<file path="src/rtl/pipe_pkg.sv">
// -----------------------------------------------------------------------------
// pipe_pkg
// Shared definitions for the pipeline boundary register family: default
// payload widths, the default NOP instruction encoding and the occupancy type.
// No ports (package).
// -----------------------------------------------------------------------------
package pipe_pkg;

    localparam int          PC_W_DEF      = 32;
    localparam int          INSTR_W_DEF   = 32;
    localparam logic [31:0] NOP_INSTR_DEF = 32'h0000_0000;

    // Number of entries held by a stage: 0..2 with skid, 0..1 without.
    typedef logic [1:0] occ_t;

endpackage

</file>
<file path="src/rtl/if_id_pipe_stage_if.sv">
// -----------------------------------------------------------------------------
// if_id_pipe_stage_if
// One valid/ready channel carrying a PC/instruction pair.
//   valid : producer offers pc/instr
//   ready : consumer can accept
//   pc    : program counter payload
//   instr : instruction payload
// Modports:
//   master : producer side (drives valid/pc/instr, samples ready)
//   slave  : consumer side (samples valid/pc/instr, drives ready)
// -----------------------------------------------------------------------------
interface if_id_pipe_stage_if
    import pipe_pkg::*;
#(
    parameter int PC_W    = PC_W_DEF,
    parameter int INSTR_W = INSTR_W_DEF
);
    logic               valid;
    logic               ready;
    logic [PC_W-1:0]    pc;
    logic [INSTR_W-1:0] instr;

    modport master (output valid, output pc, output instr, input  ready);
    modport slave  (input  valid, input  pc, input  instr, output ready);

endinterface

</file>
<file path="src/rtl/pipe_skid_buf.sv">
// -----------------------------------------------------------------------------
// pipe_skid_buf
// Second-entry storage for a pipeline boundary register. Only present when
// IF_ID_PIPE_SKID_EN is defined.
//   clk, rst_n : clock, asynchronous active-low reset
//   flush_i    : discard the held entry
//   load_i     : capture pc_i/instr_i, entry becomes full
//   unload_i   : entry handed to the main register, becomes empty
//   pc_i/instr_i : payload to capture
//   full_o     : an entry is held
//   pc_o/instr_o : held payload
// -----------------------------------------------------------------------------
`ifdef IF_ID_PIPE_SKID_EN
module pipe_skid_buf
    import pipe_pkg::*;
#(
    parameter int PC_W    = PC_W_DEF,
    parameter int INSTR_W = INSTR_W_DEF
) (
    input  logic               clk,
    input  logic               rst_n,
    input  logic               flush_i,
    input  logic               load_i,
    input  logic               unload_i,
    input  logic [PC_W-1:0]    pc_i,
    input  logic [INSTR_W-1:0] instr_i,
    output logic               full_o,
    output logic [PC_W-1:0]    pc_o,
    output logic [INSTR_W-1:0] instr_o
);
    logic               full_q;
    logic [PC_W-1:0]    pc_q;
    logic [INSTR_W-1:0] instr_q;

    always_ff @(posedge clk or negedge rst_n) begin
        if (!rst_n) begin
            full_q <= 1'b0;
        end else if (flush_i) begin
            full_q <= 1'b0;
        end else if (load_i) begin
            full_q <= 1'b1;
        end else if (unload_i) begin
            full_q <= 1'b0;
        end
    end

    // Payload is qualified by full_q, so it needs no reset.
    always_ff @(posedge clk) begin
        if (load_i) begin
            pc_q    <= pc_i;
            instr_q <= instr_i;
        end
    end

    assign full_o  = full_q;
    assign pc_o    = pc_q;
    assign instr_o = instr_q;

endmodule
`endif

</file>
<file path="src/rtl/if_id_pipe_stage.sv">
// -----------------------------------------------------------------------------
// if_id_pipe_stage
// Fetch/decode boundary register with valid/ready handshake, optional 2-entry
// skid buffering, synchronous flush (returns to the reset state) and freeze
// (holds state and presents a bubble on both sides).
// Build option: define IF_ID_PIPE_SKID_EN for the 2-entry skid version with
// registered in_ready; otherwise a single register with in_ready
// combinational from out_ready.
// Ports:
//   clk, rst_n  : clock, asynchronous active-low reset
//   flush       : discard all entries (priority over freeze)
//   freeze      : hold all state, no transfers either side
//   in_if       : slave channel from fetch (in_valid/in_ready/in_pc/in_instr)
//   out_if      : master channel to decode (out_valid/out_ready/out_pc/out_instr)
//   occupancy   : entries currently held
// -----------------------------------------------------------------------------
module if_id_pipe_stage
    import pipe_pkg::*;
#(
    parameter int                 PC_W      = PC_W_DEF,
    parameter int                 INSTR_W   = INSTR_W_DEF,
    parameter logic [INSTR_W-1:0] NOP_INSTR = INSTR_W'(NOP_INSTR_DEF)
) (
    input  logic              clk,
    input  logic              rst_n,
    input  logic              flush,
    input  logic              freeze,
    if_id_pipe_stage_if.slave  in_if,
    if_id_pipe_stage_if.master out_if,
    output occ_t              occupancy
);
    // alive_q keeps in_ready low while reset is held and for the release cycle.
    logic               alive_q;
    occ_t               occ_q, occ_d;
    logic [PC_W-1:0]    pc_q, pc_d;
    logic [INSTR_W-1:0] instr_q, instr_d;

    logic               main_vld, in_rdy, out_vld, in_fire, out_fire;
    logic               skid_full;
    logic [PC_W-1:0]    skid_pc;
    logic [INSTR_W-1:0] skid_instr;

    // Entries fill main first, so main holds data whenever anything is held.
    assign main_vld = (occ_q != 2'd0);
    assign out_vld  = main_vld && !freeze;
    assign in_fire  = in_if.valid && in_rdy;
    assign out_fire = out_vld && out_if.ready;

`ifdef IF_ID_PIPE_SKID_EN
    logic skid_load, skid_unload;

    // Depends only on registered occupancy: no path from out_ready.
    assign in_rdy      = alive_q && (occ_q != 2'd2) && !freeze;
    assign skid_load   = !flush && in_fire && main_vld && !out_fire;
    assign skid_unload = !flush && out_fire && skid_full;

    pipe_skid_buf #(
        .PC_W    (PC_W),
        .INSTR_W (INSTR_W)
    ) u_skid (
        .clk      (clk),
        .rst_n    (rst_n),
        .flush_i  (flush),
        .load_i   (skid_load),
        .unload_i (skid_unload),
        .pc_i     (in_if.pc),
        .instr_i  (in_if.instr),
        .full_o   (skid_full),
        .pc_o     (skid_pc),
        .instr_o  (skid_instr)
    );

    assign occupancy = occ_q;
`else
    assign in_rdy     = alive_q && (!main_vld || out_if.ready) && !freeze;
    assign skid_full  = 1'b0;
    assign skid_pc    = '0;
    assign skid_instr = '0;
    assign occupancy  = {1'b0, occ_q[0]};
`endif

    always_comb begin
        occ_d   = occ_q;
        pc_d    = pc_q;
        instr_d = instr_q;
        if (flush) begin
            occ_d   = '0;
            pc_d    = '0;
            instr_d = NOP_INSTR;
        end else if (!freeze) begin
            occ_d = occ_q + occ_t'(in_fire) - occ_t'(out_fire);
            if (out_fire && skid_full) begin
                // Skid refills main; in_ready was low so no new entry arrives.
                pc_d    = skid_pc;
                instr_d = skid_instr;
            end else if (in_fire && (!main_vld || out_fire)) begin
                pc_d    = in_if.pc;
                instr_d = in_if.instr;
            end
            // A drain with nothing behind it keeps the last payload visible.
        end
    end

    always_ff @(posedge clk or negedge rst_n) begin
        if (!rst_n) begin
            alive_q <= 1'b0;
            occ_q   <= '0;
            pc_q    <= '0;
            instr_q <= NOP_INSTR;
        end else begin
            alive_q <= 1'b1;
            occ_q   <= occ_d;
            pc_q    <= pc_d;
            instr_q <= instr_d;
        end
    end

    assign in_if.ready  = in_rdy;
    assign out_if.valid = out_vld;
    assign out_if.pc    = pc_q;
    assign out_if.instr = instr_q;

endmodule

</file>
<file path="src/flat_wrapper.sv">
// flat-port wrapper written by rule: the top's interface ports become plain ports
module if_id_pipe_stage_flat import pipe_pkg::*;
#(
    parameter int                 PC_W      = PC_W_DEF,
    parameter int                 INSTR_W   = INSTR_W_DEF,
    parameter logic [INSTR_W-1:0] NOP_INSTR = INSTR_W'(NOP_INSTR_DEF)
)
  (clk, rst_n, flush, freeze, occupancy, in_if_valid, in_if_pc, in_if_instr, in_if_ready, out_if_valid, out_if_pc, out_if_instr, out_if_ready);
  if_id_pipe_stage_if #(.PC_W(PC_W), .INSTR_W(INSTR_W)) in_if_i ();
  if_id_pipe_stage_if #(.PC_W(PC_W), .INSTR_W(INSTR_W)) out_if_i ();
  input  logic clk;
  input  logic rst_n;
  input  logic flush;
  input  logic freeze;
  output occ_t occupancy;
  input wire logic [$bits(in_if_i.valid)-1:0] in_if_valid;
  input wire logic [$bits(in_if_i.pc)-1:0] in_if_pc;
  input wire logic [$bits(in_if_i.instr)-1:0] in_if_instr;
  output wire logic [$bits(in_if_i.ready)-1:0] in_if_ready;
  output wire logic [$bits(out_if_i.valid)-1:0] out_if_valid;
  output wire logic [$bits(out_if_i.pc)-1:0] out_if_pc;
  output wire logic [$bits(out_if_i.instr)-1:0] out_if_instr;
  input wire logic [$bits(out_if_i.ready)-1:0] out_if_ready;
  assign in_if_i.valid = in_if_valid;
  assign in_if_i.pc = in_if_pc;
  assign in_if_i.instr = in_if_instr;
  assign in_if_ready = in_if_i.ready;
  assign out_if_valid = out_if_i.valid;
  assign out_if_pc = out_if_i.pc;
  assign out_if_instr = out_if_i.instr;
  assign out_if_i.ready = out_if_ready;
  if_id_pipe_stage #(.PC_W(PC_W), .INSTR_W(INSTR_W), .NOP_INSTR(NOP_INSTR)) u_core (.clk(clk), .rst_n(rst_n), .flush(flush), .freeze(freeze), .in_if(in_if_i), .out_if(out_if_i), .occupancy(occupancy));
endmodule
</file>
<file path="config.mk">
export PLATFORM = sky130hd
export DESIGN_NAME = if_id_pipe_stage_flat
export DESIGN_NICKNAME = d
export VERILOG_FILES = /design/src/rtl/pipe_pkg.sv /design/src/rtl/if_id_pipe_stage_if.sv /design/src/rtl/pipe_skid_buf.sv /design/src/rtl/if_id_pipe_stage.sv /design/src/flat_wrapper.sv
export SDC_FILE = /design/constraint.sdc
export NUM_CORES = 1
export LEC_CHECK = 0
export BUFFER_PORTS_ARGS = -buffer_cell sky130_fd_sc_hd__buf_4
export CORE_ASPECT_RATIO = 1.1
export CORE_MARGIN = 2
export CORE_UTILIZATION = 49
export CTS_BUF_LIST = sky130_fd_sc_hd__clkbuf_8 sky130_fd_sc_hd__clkbuf_16
export DETAILED_ROUTE_END_ITERATION = 8
export GPL_TIMING_DRIVEN = 0
export PLACE_DENSITY = 0.85
export SYNTH_ARGS = -nofsm -noshare
export SYNTH_HDL_FRONTEND = slang
export SYNTH_SLANG_ARGS = --single-unit
</file>
<file path="constraint.sdc">
create_clock -name clk -period 2.2 [get_ports clk]
set_clock_uncertainty 0.1 [all_clocks]
set_input_delay 0.33 -clock clk [delete_from_list [all_inputs] [get_ports clk]]
set_output_delay 0.33 -clock clk [all_outputs]
set_load 0.005 [all_outputs]
</file>
==> results_dict.tcl <==
set metrics [dict create \
    ys_seq_area_share_pct 48.9 \
    fin_crit_sh_pct 91.7 \
    yosys-top-cells-area "dfrtp_1, nand2b_1, mux2i_1, buf_12, clkbuf_1" \
    cts.sinks 67 \
    crit_type "reg -> reg" \
    hold_violations 8 \
    die_h_um 91.7 \
    power.total_mw 2.64 \
    num_antenna_cells 0 \
    reg2reg_to "u_core.occ_q[1]" \
    fp.dieW_um 83.8 \
    slew_headroom_pct 42.6 \
    start_kind "register" \
    max_stage_delay_ps 430 \
    fin_nets 519 \
    cp_max_fo 10 \
    clock_path_buffers 2 \
    avgSynthCellArea_sq_um 11.4 \
    viasPerCell 4.76 \
    first_pass_iters 4 \
    syn_nets 373 \
    cts-root-buf "clkbuf_8" \
    cts_hold_buf 0 \
    initial_core_util_pct 51.4 \
    wl_per_cell_um 14.5 \
    grt_util_all_layers_pct 20.5 \
    dp_hpwl_um 5720 \
    grt_overflow 0 \
    worstMarginPinSlew_ps 861 \
    rows 31 \
    ff2ff_path_depth 7 \
    failed_checks "negative hold slack" \
    antenna_found_initial 0 \
    drt_iter0_drc 86 \
    ys.flop_type "dfrtp_1" \
    drive_gt1_share_pct 34.8 \
    ys_warn_count 0 \
    worst_hold_slack_ps -16.2 \
    synth_cell_types 20 \
    crit_required_ps 2360 \
    min_period_ps 2020 \
    critPathTopFamily "simple AND/OR/NAND/NOR gates" \
    synth_async_sr_flop_share_pct 100 \
    reg2reg_slack_ps 180 \
    cap_viol_max_count 0 \
    place_area_sq_mm 0.00454 \
    rsz0062_at_grt "false" \
    synth_edf_count 0 \
    cts_tree "built" \
    cp_num_buf_inv 1 \
    syn_to_final_growth_pct 37.7 \
    fmax_ghz 0.496 \
    grt_pass1_wl_um 12600 \
    setup_tns_ps 0 \
    wirelength_um 7750 \
    outcome "finished, violations left" \
    power.density_mw_per_mm2 560 \
    postCtsSetupBuffers 0 \
    design_area_sq_mm 0.00472 \
    grt_pass1_vias 2665 \
    hp-class "in -> async" \
    r2r_start "u_core.occ_q[0]" \
    setup_viol 0 \
    drc_errors 0 \
    io_pins 138 \
    cp_cell_sequence "o21ba_1 > nor3_2 > buf_4 > ha_1 > xnor2_1 > or3_1 > a21oi_1" \
    htree_levels 3 \
    vdd_ir_drop_max_mv 0.356 \
    grt_max_degree 68 \
    leakagePower_nw 2.28 \
    insertion_delay_ps 330 \
    syn_area_sq_mm 0.00343 \
    die-area_sq_mm 0.00768 \
    maxSlewViolCount 0 \
    clkTransAtPathRegs_ps 70 \
    vias 2538 \
    numCtsBuffers 9 \
    cp.arrival_ps 2180 \
    utilization_pct 70.7 \
    worstSetupEndpointType "register" \
    gp_congestion 0.805 \
    syn_inst 301 \
    synth_top_area_share_pct 48.9 \
    cts.repair.resized 0 \
    port_buffers 135 \
    post-synth-top-area-cell "dfrtp_1" \
    synth_seq_cells 67 \
    ant_nets 0 \
    critPathSlowestCell "dfrtp_1" \
    coreArea_sq_mm 0.00667 \
]
[power breakdown]
group	leakage [nW]	internal (mW)	total [mW]	switching, mW
clock network	0.103	0.501	0.945	0.444
logic	1.26	0.238	0.398	0.160
registers	0.920	1.27	1.30	0.0254
[area by class of cell]
type,count,area [sq um]
Buffer,23,186
Clock buffer,9,124
Fill cell,539,1950
Tap cell,82,103
Timing Repair Buffer,135,1010
Inverter,2,7.51
Multi-Input combinational cell,209,1560
Clock inverter,6,51.3
Sequential cell,67,1680
[cell usage in the layout (no fill, tap or decap), types with 2 or more instances in the layout]
master    instances
conb_1            2
mux2i_1          65
clkbuf_1         14
nor2_1            3
buf_12            5
clkinv_2          2
nand2b_1        128
ha_1              2
buf_4           138
inv_1             5
dfrtp_1          67
clkbuf_8          9
[cells in the mapped netlist (2+ instances only)]
cell type,instances
nand2b_1,128
clkbuf_1,14
mux2i_1,65
buf_4,3
conb_1,2
inv_1,2
buf_12,5
nor2_1,3
ha_1,2
dfrtp_1,67
[registers in the layout (all words and copies together) (netlist names)]
name / cells
u_core.occ_q: 2
u_core.alive_q: 1
u_core.out_if.instr: 32
u_core.out_if.pc: 32
[per-layer routing]
layer | up-vias | part of all wire (%) | global-route usage (%) | wire, um
met4 | 0 | 2.5 | 9.68 | 193
li1 | 1249 | - | - | -
met5 | - | 0 | 0 | 0
met2 | 86 | 50 | 34.1 | 3870
met1 | 1187 | 42 | 25.2 | 3230
met3 | 16 | 6.0 | 4.77 | 463
[worst max path at each step]
stage | startpoint | end | depth (start not counted)
after floorplan | u_core.occ_q[0] | u_core.occ_q[1] | 9
after global placement | u_core.occ_q[0] | u_core.occ_q[1] | 9
after detailed placement | u_core.occ_q[0] | u_core.occ_q[1] | 9
after CTS | u_core.occ_q[0] | u_core.occ_q[1] | 7
after global routing | u_core.occ_q[0] | u_core.occ_q[1] | 7
final | u_core.occ_q[0] | u_core.occ_q[1] | 7
[stage by stage]
stage	hold slack, ps	cells	setup slack (ps)
after global routing	66.0	533	24.6
after detailed placement	403	518	183
final	-16.2	533	182
after global placement	395	518	259
after CTS	32.8	533	184
after floorplan	-65.6	301	304
[cell families (layout without fill, tap and decap cells)]
| kind of cell | Yosys count | after routing | synth area share [%] |
|---|---|---|---|
| buf+inv | 25 | 175 | 5.66 |
| compound gates | 3 | 3 | 0.584 |
| other cells | 2 | 2 | 0.219 |
| simple gates | 136 | 136 | 24.7 |
| mux | 65 | 65 | 19.0 |
| flops | 67 | 67 | 48.9 |
| fa+ha+maj | 2 | 2 | 0.730 |
| xor+xnor | 1 | 1 | 0.256 |
Note: power is estimated with default switching activity, not from simulation.
